--- src/rtl/hps_axi3_to_axil_bridge_if.sv ---
// hps_axi3_to_axil_bridge_if: AXI3 (HPS side) and AXI-lite (student side) signal bundle
// slave modport  : bridge view (accepts AXI3 from the HPS, masters AXI-lite)
// master modport : environment view (drives AXI3 requests, answers AXI-lite)
interface hps_axi3_to_axil_bridge_if #(
   parameter int ADDR_W = 21,
   parameter int ID_W   = 12,
   parameter int DATA_W = 32
);
   logic [ID_W-1:0]     s_awid;
   logic [ADDR_W-1:0]   s_awaddr;
   logic [3:0]          s_awlen;
   logic [1:0]          s_awburst;
   logic                s_awvalid;
   logic                s_awready;
   logic [DATA_W-1:0]   s_wdata;
   logic [DATA_W/8-1:0] s_wstrb;
   logic                s_wlast;
   logic                s_wvalid;
   logic                s_wready;
   logic [ID_W-1:0]     s_bid;
   logic [1:0]          s_bresp;
   logic                s_bvalid;
   logic                s_bready;
   logic [ID_W-1:0]     s_arid;
   logic [ADDR_W-1:0]   s_araddr;
   logic [3:0]          s_arlen;
   logic [1:0]          s_arburst;
   logic                s_arvalid;
   logic                s_arready;
   logic [ID_W-1:0]     s_rid;
   logic [DATA_W-1:0]   s_rdata;
   logic [1:0]          s_rresp;
   logic                s_rlast;
   logic                s_rvalid;
   logic                s_rready;
   logic [ADDR_W-1:0]   m_awaddr;
   logic                m_awvalid;
   logic                m_awready;
   logic [DATA_W-1:0]   m_wdata;
   logic [DATA_W/8-1:0] m_wstrb;
   logic                m_wvalid;
   logic                m_wready;
   logic [1:0]          m_bresp;
   logic                m_bvalid;
   logic                m_bready;
   logic [ADDR_W-1:0]   m_araddr;
   logic                m_arvalid;
   logic                m_arready;
   logic [DATA_W-1:0]   m_rdata;
   logic [1:0]          m_rresp;
   logic                m_rvalid;
   logic                m_rready;

   modport slave (
      input  s_awid, s_awaddr, s_awlen, s_awburst, s_awvalid,
      output s_awready,
      input  s_wdata, s_wstrb, s_wlast, s_wvalid,
      output s_wready,
      output s_bid, s_bresp, s_bvalid,
      input  s_bready,
      input  s_arid, s_araddr, s_arlen, s_arburst, s_arvalid,
      output s_arready,
      output s_rid, s_rdata, s_rresp, s_rlast, s_rvalid,
      input  s_rready,
      output m_awaddr, m_awvalid,
      input  m_awready,
      output m_wdata, m_wstrb, m_wvalid,
      input  m_wready,
      input  m_bresp, m_bvalid,
      output m_bready,
      output m_araddr, m_arvalid,
      input  m_arready,
      input  m_rdata, m_rresp, m_rvalid,
      output m_rready
   );

   modport master (
      output s_awid, s_awaddr, s_awlen, s_awburst, s_awvalid,
      input  s_awready,
      output s_wdata, s_wstrb, s_wlast, s_wvalid,
      input  s_wready,
      input  s_bid, s_bresp, s_bvalid,
      output s_bready,
      output s_arid, s_araddr, s_arlen, s_arburst, s_arvalid,
      input  s_arready,
      input  s_rid, s_rdata, s_rresp, s_rlast, s_rvalid,
      output s_rready,
      input  m_awaddr, m_awvalid,
      output m_awready,
      input  m_wdata, m_wstrb, m_wvalid,
      output m_wready,
      output m_bresp, m_bvalid,
      input  m_bready,
      input  m_araddr, m_arvalid,
      output m_arready,
      output m_rdata, m_rresp, m_rvalid,
      input  m_rready
   );
endinterface

--- src/rtl/hps_axi3_to_axil_bridge.sv ---
// hps_axi3_to_axil_bridge: splits HPS AXI3 bursts into single-beat AXI-lite transfers
// clk   : system clock
// rst_n : asynchronous active-low reset
// bus   : AXI3 slave port (s_*) and AXI-lite master port (m_*), slave modport
module hps_axi3_to_axil_bridge #(
   parameter int ADDR_W = 21,
   parameter int ID_W   = 12,
   parameter int DATA_W = 32
) (
   input logic clk,
   input logic rst_n,
   hps_axi3_to_axil_bridge_if.slave bus
);
   localparam logic [ADDR_W-1:0] STEP = ADDR_W'(DATA_W / 8);
   localparam logic [1:0] OKAY = 2'b00, SLVERR = 2'b10;
   localparam logic [2:0] W_IDLE = 3'd0, W_DATA = 3'd1, W_ISSUE = 3'd2, W_WAIT = 3'd3, W_BRESP = 3'd4;
   localparam logic [1:0] R_IDLE = 2'd0, R_ADDR = 2'd1, R_WAIT = 2'd2, R_SEND = 2'd3;

   function automatic logic [1:0] max2(input logic [1:0] a, input logic [1:0] b);
      return a > b ? a : b;
   endfunction

   logic [2:0]          w_state;
   logic [ID_W-1:0]     w_id;
   logic [ADDR_W-1:0]   w_addr;
   logic [3:0]          w_len, w_cnt;
   logic                w_fixed;
   logic [1:0]          w_resp;
   logic [DATA_W-1:0]   w_data;
   logic [DATA_W/8-1:0] w_strb;
   logic                aw_v, w_v, aw_left, w_left;

   logic [1:0]          r_state;
   logic [ID_W-1:0]     r_id;
   logic [ADDR_W-1:0]   r_addr;
   logic [3:0]          r_len, r_cnt;
   logic                r_fixed, r_err;
   logic [DATA_W-1:0]   r_data;
   logic [1:0]          r_resp;

   // AW and W complete independently; a channel stays pending until its own ready
   assign aw_left = aw_v & ~bus.m_awready;
   assign w_left  = w_v & ~bus.m_wready;

   assign bus.s_awready = w_state == W_IDLE;
   assign bus.s_wready  = w_state == W_DATA;
   assign bus.s_bvalid  = w_state == W_BRESP;
   assign bus.s_bid     = w_id;
   assign bus.s_bresp   = w_resp;
   assign bus.m_awaddr  = w_addr;
   assign bus.m_awvalid = aw_v;
   assign bus.m_wdata   = w_data;
   assign bus.m_wstrb   = w_strb;
   assign bus.m_wvalid  = w_v;
   assign bus.m_bready  = w_state == W_WAIT;

   assign bus.s_arready = r_state == R_IDLE;
   assign bus.s_rvalid  = r_state == R_SEND;
   assign bus.s_rid     = r_id;
   assign bus.s_rdata   = r_data;
   assign bus.s_rresp   = r_resp;
   assign bus.s_rlast   = r_state == R_SEND && r_cnt == r_len;
   assign bus.m_araddr  = r_addr;
   assign bus.m_arvalid = r_state == R_ADDR;
   assign bus.m_rready  = r_state == R_WAIT;

   // WRAP and reserved bursts run as INCR; starting the merged response at SLVERR flags them
   always_ff @(posedge clk or negedge rst_n)
      if (!rst_n) begin
         w_state <= W_IDLE;
         w_id    <= '0;
         w_addr  <= '0;
         w_len   <= '0;
         w_cnt   <= '0;
         w_fixed <= 1'b0;
         w_resp  <= OKAY;
         w_data  <= '0;
         w_strb  <= '0;
         aw_v    <= 1'b0;
         w_v     <= 1'b0;
      end else
         case (w_state)
            W_IDLE:
               if (bus.s_awvalid) begin
                  w_id    <= bus.s_awid;
                  w_addr  <= bus.s_awaddr;
                  w_len   <= bus.s_awlen;
                  w_fixed <= bus.s_awburst == 2'b00;
                  w_resp  <= bus.s_awburst[1] ? SLVERR : OKAY;
                  w_cnt   <= '0;
                  w_state <= W_DATA;
               end
            W_DATA:
               if (bus.s_wvalid) begin
                  w_data  <= bus.s_wdata;
                  w_strb  <= bus.s_wstrb;
                  if (bus.s_wlast != (w_cnt == w_len))
                     w_resp <= max2(w_resp, SLVERR);
                  aw_v    <= 1'b1;
                  w_v     <= 1'b1;
                  w_state <= W_ISSUE;
               end
            W_ISSUE: begin
               aw_v <= aw_left;
               w_v  <= w_left;
               if (!aw_left && !w_left)
                  w_state <= W_WAIT;
            end
            W_WAIT:
               if (bus.m_bvalid) begin
                  w_resp <= max2(w_resp, bus.m_bresp);
                  if (w_cnt == w_len)
                     w_state <= W_BRESP;
                  else begin
                     w_cnt   <= w_cnt + 4'd1;
                     w_addr  <= w_fixed ? w_addr : w_addr + STEP;
                     w_state <= W_DATA;
                  end
               end
            W_BRESP:
               if (bus.s_bready)
                  w_state <= W_IDLE;
            default: w_state <= W_IDLE;
         endcase

   always_ff @(posedge clk or negedge rst_n)
      if (!rst_n) begin
         r_state <= R_IDLE;
         r_id    <= '0;
         r_addr  <= '0;
         r_len   <= '0;
         r_cnt   <= '0;
         r_fixed <= 1'b0;
         r_err   <= 1'b0;
         r_data  <= '0;
         r_resp  <= OKAY;
      end else
         case (r_state)
            R_IDLE:
               if (bus.s_arvalid) begin
                  r_id    <= bus.s_arid;
                  r_addr  <= bus.s_araddr;
                  r_len   <= bus.s_arlen;
                  r_fixed <= bus.s_arburst == 2'b00;
                  r_err   <= bus.s_arburst[1];
                  r_cnt   <= '0;
                  r_state <= R_ADDR;
               end
            R_ADDR:
               if (bus.m_arready)
                  r_state <= R_WAIT;
            R_WAIT:
               if (bus.m_rvalid) begin
                  r_data  <= bus.m_rdata;
                  r_resp  <= r_err ? max2(bus.m_rresp, SLVERR) : bus.m_rresp;
                  r_state <= R_SEND;
               end
            R_SEND:
               if (bus.s_rready) begin
                  if (r_cnt == r_len)
                     r_state <= R_IDLE;
                  else begin
                     r_cnt   <= r_cnt + 4'd1;
                     r_addr  <= r_fixed ? r_addr : r_addr + STEP;
                     r_state <= R_ADDR;
                  end
               end
            default: r_state <= R_IDLE;
         endcase
endmodule
--- src/flat_wrapper.sv ---
// flat-port wrapper written by rule: the top's interface ports become plain ports
module hps_axi3_to_axil_bridge_flat 
#(
   parameter int ADDR_W = 21,
   parameter int ID_W   = 12,
   parameter int DATA_W = 32
)
  (clk, rst_n, bus_s_awid, bus_s_awaddr, bus_s_awlen, bus_s_awburst, bus_s_awvalid, bus_s_awready, bus_s_wdata, bus_s_wstrb, bus_s_wlast, bus_s_wvalid, bus_s_wready, bus_s_bid, bus_s_bresp, bus_s_bvalid, bus_s_bready, bus_s_arid, bus_s_araddr, bus_s_arlen, bus_s_arburst, bus_s_arvalid, bus_s_arready, bus_s_rid, bus_s_rdata, bus_s_rresp, bus_s_rlast, bus_s_rvalid, bus_s_rready, bus_m_awaddr, bus_m_awvalid, bus_m_awready, bus_m_wdata, bus_m_wstrb, bus_m_wvalid, bus_m_wready, bus_m_bresp, bus_m_bvalid, bus_m_bready, bus_m_araddr, bus_m_arvalid, bus_m_arready, bus_m_rdata, bus_m_rresp, bus_m_rvalid, bus_m_rready);
  hps_axi3_to_axil_bridge_if #(.ADDR_W(ADDR_W), .ID_W(ID_W), .DATA_W(DATA_W)) bus_i ();
  input logic clk;
  input logic rst_n;
  input wire logic [$bits(bus_i.s_awid)-1:0] bus_s_awid;
  input wire logic [$bits(bus_i.s_awaddr)-1:0] bus_s_awaddr;
  input wire logic [$bits(bus_i.s_awlen)-1:0] bus_s_awlen;
  input wire logic [$bits(bus_i.s_awburst)-1:0] bus_s_awburst;
  input wire logic [$bits(bus_i.s_awvalid)-1:0] bus_s_awvalid;
  output wire logic [$bits(bus_i.s_awready)-1:0] bus_s_awready;
  input wire logic [$bits(bus_i.s_wdata)-1:0] bus_s_wdata;
  input wire logic [$bits(bus_i.s_wstrb)-1:0] bus_s_wstrb;
  input wire logic [$bits(bus_i.s_wlast)-1:0] bus_s_wlast;
  input wire logic [$bits(bus_i.s_wvalid)-1:0] bus_s_wvalid;
  output wire logic [$bits(bus_i.s_wready)-1:0] bus_s_wready;
  output wire logic [$bits(bus_i.s_bid)-1:0] bus_s_bid;
  output wire logic [$bits(bus_i.s_bresp)-1:0] bus_s_bresp;
  output wire logic [$bits(bus_i.s_bvalid)-1:0] bus_s_bvalid;
  input wire logic [$bits(bus_i.s_bready)-1:0] bus_s_bready;
  input wire logic [$bits(bus_i.s_arid)-1:0] bus_s_arid;
  input wire logic [$bits(bus_i.s_araddr)-1:0] bus_s_araddr;
  input wire logic [$bits(bus_i.s_arlen)-1:0] bus_s_arlen;
  input wire logic [$bits(bus_i.s_arburst)-1:0] bus_s_arburst;
  input wire logic [$bits(bus_i.s_arvalid)-1:0] bus_s_arvalid;
  output wire logic [$bits(bus_i.s_arready)-1:0] bus_s_arready;
  output wire logic [$bits(bus_i.s_rid)-1:0] bus_s_rid;
  output wire logic [$bits(bus_i.s_rdata)-1:0] bus_s_rdata;
  output wire logic [$bits(bus_i.s_rresp)-1:0] bus_s_rresp;
  output wire logic [$bits(bus_i.s_rlast)-1:0] bus_s_rlast;
  output wire logic [$bits(bus_i.s_rvalid)-1:0] bus_s_rvalid;
  input wire logic [$bits(bus_i.s_rready)-1:0] bus_s_rready;
  output wire logic [$bits(bus_i.m_awaddr)-1:0] bus_m_awaddr;
  output wire logic [$bits(bus_i.m_awvalid)-1:0] bus_m_awvalid;
  input wire logic [$bits(bus_i.m_awready)-1:0] bus_m_awready;
  output wire logic [$bits(bus_i.m_wdata)-1:0] bus_m_wdata;
  output wire logic [$bits(bus_i.m_wstrb)-1:0] bus_m_wstrb;
  output wire logic [$bits(bus_i.m_wvalid)-1:0] bus_m_wvalid;
  input wire logic [$bits(bus_i.m_wready)-1:0] bus_m_wready;
  input wire logic [$bits(bus_i.m_bresp)-1:0] bus_m_bresp;
  input wire logic [$bits(bus_i.m_bvalid)-1:0] bus_m_bvalid;
  output wire logic [$bits(bus_i.m_bready)-1:0] bus_m_bready;
  output wire logic [$bits(bus_i.m_araddr)-1:0] bus_m_araddr;
  output wire logic [$bits(bus_i.m_arvalid)-1:0] bus_m_arvalid;
  input wire logic [$bits(bus_i.m_arready)-1:0] bus_m_arready;
  input wire logic [$bits(bus_i.m_rdata)-1:0] bus_m_rdata;
  input wire logic [$bits(bus_i.m_rresp)-1:0] bus_m_rresp;
  input wire logic [$bits(bus_i.m_rvalid)-1:0] bus_m_rvalid;
  output wire logic [$bits(bus_i.m_rready)-1:0] bus_m_rready;
  assign bus_i.s_awid = bus_s_awid;
  assign bus_i.s_awaddr = bus_s_awaddr;
  assign bus_i.s_awlen = bus_s_awlen;
  assign bus_i.s_awburst = bus_s_awburst;
  assign bus_i.s_awvalid = bus_s_awvalid;
  assign bus_s_awready = bus_i.s_awready;
  assign bus_i.s_wdata = bus_s_wdata;
  assign bus_i.s_wstrb = bus_s_wstrb;
  assign bus_i.s_wlast = bus_s_wlast;
  assign bus_i.s_wvalid = bus_s_wvalid;
  assign bus_s_wready = bus_i.s_wready;
  assign bus_s_bid = bus_i.s_bid;
  assign bus_s_bresp = bus_i.s_bresp;
  assign bus_s_bvalid = bus_i.s_bvalid;
  assign bus_i.s_bready = bus_s_bready;
  assign bus_i.s_arid = bus_s_arid;
  assign bus_i.s_araddr = bus_s_araddr;
  assign bus_i.s_arlen = bus_s_arlen;
  assign bus_i.s_arburst = bus_s_arburst;
  assign bus_i.s_arvalid = bus_s_arvalid;
  assign bus_s_arready = bus_i.s_arready;
  assign bus_s_rid = bus_i.s_rid;
  assign bus_s_rdata = bus_i.s_rdata;
  assign bus_s_rresp = bus_i.s_rresp;
  assign bus_s_rlast = bus_i.s_rlast;
  assign bus_s_rvalid = bus_i.s_rvalid;
  assign bus_i.s_rready = bus_s_rready;
  assign bus_m_awaddr = bus_i.m_awaddr;
  assign bus_m_awvalid = bus_i.m_awvalid;
  assign bus_i.m_awready = bus_m_awready;
  assign bus_m_wdata = bus_i.m_wdata;
  assign bus_m_wstrb = bus_i.m_wstrb;
  assign bus_m_wvalid = bus_i.m_wvalid;
  assign bus_i.m_wready = bus_m_wready;
  assign bus_i.m_bresp = bus_m_bresp;
  assign bus_i.m_bvalid = bus_m_bvalid;
  assign bus_m_bready = bus_i.m_bready;
  assign bus_m_araddr = bus_i.m_araddr;
  assign bus_m_arvalid = bus_i.m_arvalid;
  assign bus_i.m_arready = bus_m_arready;
  assign bus_i.m_rdata = bus_m_rdata;
  assign bus_i.m_rresp = bus_m_rresp;
  assign bus_i.m_rvalid = bus_m_rvalid;
  assign bus_m_rready = bus_i.m_rready;
  hps_axi3_to_axil_bridge #(.ADDR_W(ADDR_W), .ID_W(ID_W), .DATA_W(DATA_W)) u_core (.clk(clk), .rst_n(rst_n), .bus(bus_i));
endmodule
--- config.mk ---
export PLATFORM = sky130hd
export DESIGN_NAME = hps_axi3_to_axil_bridge_flat
export DESIGN_NICKNAME = d
export VERILOG_FILES = /design/src/rtl/hps_axi3_to_axil_bridge_if.sv /design/src/rtl/hps_axi3_to_axil_bridge.sv /design/src/flat_wrapper.sv
export SDC_FILE = /design/constraint.sdc
export NUM_CORES = 1
export LEC_CHECK = 0
export BUFFER_PORTS_ARGS = -buffer_cell sky130_fd_sc_hd__buf_2
export CAP_MARGIN = 0
export CORE_MARGIN = 2
export CORE_UTILIZATION = 45
export CTS_BUF_LIST = sky130_fd_sc_hd__clkbuf_8
export CTS_CLUSTER_DIAMETER = 40
export CTS_CLUSTER_SIZE = 28
export DETAILED_ROUTE_END_ITERATION = 8
export PLACE_DENSITY = 0.8
export SLEW_MARGIN = 40
export SYNTH_ARGS = -nofsm -noshare
export SYNTH_HDL_FRONTEND = slang
export SYNTH_SLANG_ARGS = --single-unit
--- constraint.sdc ---
create_clock -name clk -period 1.9 [get_ports clk]
set_input_delay 0.19 -clock clk [delete_from_list [all_inputs] [get_ports clk]]
set_output_delay 0.19 -clock clk [all_outputs]
set_load 0.02 [all_outputs]
==> metrics.txt <==
syn_nets between 800 and 900; stages on the worst setup path 5; pin count of the biggest net entering global routing 52; post-synthesis sequential area ratio 53.38%; crit share post-route 102.1%; fmax between 500 and 600 MHz; most common cell after layout, fill and taps aside buf_2; reg2reg path depth 6; Tot Pwr around 19 mW; Synth Flop Type dfrtp_1; GRT Resource Usage Total 27.39%; failing checks setup timing; Total Wirelength 25.40 mm; Hold Vio Cnt, Final 0; flop and latch count out of synthesis approximately 160; Hold WC Path Type primary input to flop; RD Place Congestion between 0.9 and 1; DP Area between 9000 and 10000 µm²; via count of the first global-routing pass 7901; first-pass GRT wire length roughly 40 mm; Worst setup SP type flop; Data arrival, critical path 1750 ps; TNS Setup -40.71 ps; CTS sink cnt between 150 and 200; Routed Antenna Nets 0; via count ~7700; final net count ~1400; VDD IR max 0.0009147 V; utilization after layout between 70% and 80%; Worst Setup EP bus_s_rlast; synth unique cells 70; final setup margin -40.71 ps; Worst-path clk slew ~80 ps; die height ~130 µm; I/O Buffers about 310; P per Cell Area 1655 nW/µm²; antenna violations before repair 0; register area 4106 µm²; clk root buf clkbuf_8; clk_lat worst skew between 400 and 500 ps; CTS H-Tree Depth 4; layout cells sized above 1 approximately 44%; number of synthesized flops with an enable pin 0; status finished, violations left; Mapped Avg Cell Area 10.89 µm²; cell count after synthesis between 700 and 800; Die ar. between 15000 and 20000 µm²; Max-slew headroom 64.54%; Setup crit end kind output pin; vias per inst 5.435; fin. max-slew vios 0; internal reg-to-reg setup slack 0 ps; Crit. Startpoint u_core.r_cnt[0]$_DFFE_PN0P_; RSZ-0062 raised after global routing true; TritonCTS clock tree built; crit path cell chain xor2_1, nor4_2, buf_4, and2_4, buf_6; P&R area growth vs syn 51.98%; drt wl/cell between 15 and 20 µm; finished layout cell area 11690 µm²; Initial Util 46.20%; Initial DRC Count 538; core area around 17000 µm²; grt total ovfl 0; Fillers about 1100; synthesized cell area just under 8000 µm²; reg-to-reg endpoint u_core.bus.m_araddr[11]$_DFFE_PN0P_; most frequent cells in the layout 309 x buf_2, 162 x dfrtp_1, 124 x dlygate4sd3_1; Pleak roughly 5.6 nW; Die X 134.7 µm; Slew @ Worst Pin 532.0 ps; clk buf depth 2; yosys warns 0; max_cap viols 0; CP required between 1500 and 2000 ps; CP top delay family simple AND/OR/NAND/NOR gates; HPWL Detailed 16.03 mm; reg2reg start u_core.r_cnt[0]$_DFFE_PN0P_; CP max stage cell dfrtp_1; Site Rows 47; CP bufs+invs 2; crit path max fanout 2; ys async rst share 100.0%; Multi-input gate area about 3500 µm²; I/O Pins about 310; Clock Skews 9.851 ps; min cycle time layout just under 2000 ps; Pre-antenna DRT Iters 5; Worst path max stage delay 400 ps; Num CTS Buffers 17; drt drc 0; final setup fails 1; Crit Path Class flop to output pin
==> Yosys cell counts (all sizes together) (3+ instances only) <==
cell type	number	area share, %
a22o	6	0.68
a32o	4	0.52
buf	20	1.6
and2	3	0.24
nand2	101	4.9
o221ai	4	0.46
o32ai	3	0.34
and3	6	0.49
a22oi	4	0.39
dfrtp	164	53
mux2	87	13
o21ai	31	2.0
ha	11	1.8
a221oi	3	0.34
nand3b	3	0.29
nor4	9	0.73
nor3	11	0.72
clkbuf	17	0.85
a31oi	3	0.24
a311oi	4	0.46
a21oi	26	1.7
inv	18	0.88
nor2	44	2.2
xor2	5	0.57
a211oi	3	0.29
and4	7	0.80
nand4b	3	0.34
o22ai	5	0.41
nand3	25	1.6
nand4	12	0.98
o32a	3	0.39
mux2i	5	0.65
xnor2	13	1.5
o31ai	4	0.39
==> worst min-delay path, delay by kind of cell <==
family	cells	cell delay [ps]
buffers and inverters	1	90
AOI/OAI and AO/OA	2	130
==> per-layer routing <==
layer	up-vias	track usage [%]	part of all wire (%)
met2	376	47.46	51
met1	3755	31.98	38
li1	3502	-	-
met4	0	12.16	3.4
met5	-	0	0
met3	68	7.170	7.5
==> worst min-delay path by stage <==
| stage | start | endpoint | slack [ps] | cells past startpoint |
|---|---|---|---|---|
| 3_5_place_dp | rst_n | u_core.bus.m_araddr[4]$_DFFE_PN0P_ | 190 | 1 |
| 6_report | bus_m_rresp[0] | u_core.bus.s_rresp[0]$_DFFE_PN0P_ | 20 | 3 |
| 2_1_floorplan | rst_n | u_core.bus.m_araddr[0]$_DFFE_PN0P_ | -110 | 0 |
| 3_3_place_gp | rst_n | u_core.bus.m_araddr[5]$_DFFE_PN0P_ | 180 | 1 |
| 5_1_grt | bus_m_rresp[0] | u_core.bus.s_rresp[0]$_DFFE_PN0P_ | 30 | 3 |
| 4_1_cts | bus_s_araddr[14] | u_core.bus.m_araddr[14]$_DFFE_PN0P_ | 1 | 3 |
==> sequential cells by signal, summed over array words and instances, names as in the netlist, 2 cells and up <==
name / count
u_core.bus.m_araddr: 21
u_core.bus.m_awaddr: 21
u_core.bus.m_wdata: 32
u_core.bus.m_wstrb: 4
u_core.bus.s_bid: 12
u_core.bus.s_bresp: 2
u_core.bus.s_rdata: 32
u_core.bus.s_rid: 12
u_core.bus.s_rresp: 2
u_core.r_cnt: 4
u_core.r_len: 4
u_core.r_state: 2
u_core.w_cnt: 4
u_core.w_len: 4
u_core.w_state: 3
==> cell type report <==
cell class,count,area share [%]
inverters,20,0.6532
repair buffers,496,28.71
diodes,1,0.02142
well taps,220,2.356
multi-input cells,485,29.72
flip-flops and latches,164,35.14
clock buffers,18,2.120
clock inverters,13,1.274
==> kinds of logic (layout without fill, tap and decap cells) <==
group	Yosys count	in the layout	share of synthesized area, %
other	0	1	0
buffers and inverters	57	547	3.417
xor gates and xnor gates	18	18	2.050
adders and majority gates	11	11	1.790
and+or+nand+nor	238	238	14.70
DFF	164	164	53.38
AOI/OAI and AO/OA	126	126	11.28
muxes	92	92	13.39
==> power breakdown <==
part           switching [mW]  leakage (nW)  internal, mW
clock network            1.35         0.198          1.22
registers                1.26          1.97          5.18
logic                    6.02          3.42          4.32
total                    8.63          5.58          10.7
==> stage by stage <==
stage / hold slack, ps / worst slack, ps / instances
finish: 22.86 / -40.71 / 1417
global route: 27.37 / -126.3 / 1416
CTS: 1.251 / -49.67 / 1412
detailed placement: 187.5 / 15.46 / 1255
global placement: 184.2 / 101.0 / 1255
floorplan: -105.6 / 6.465 / 706
==> timing repair <==
item | 4_1_cts | 5_1_grt
resized for setup | 6 | 23
buffers inserted | 3 | 3
endpoints found under the setup margin | 4 | 47
hold buffers | 123 | 1
endpoints found under the hold margin | 166 | 1
pin swaps | 2 | 2
No activity file was read; power rests on OpenSTA's default activity.
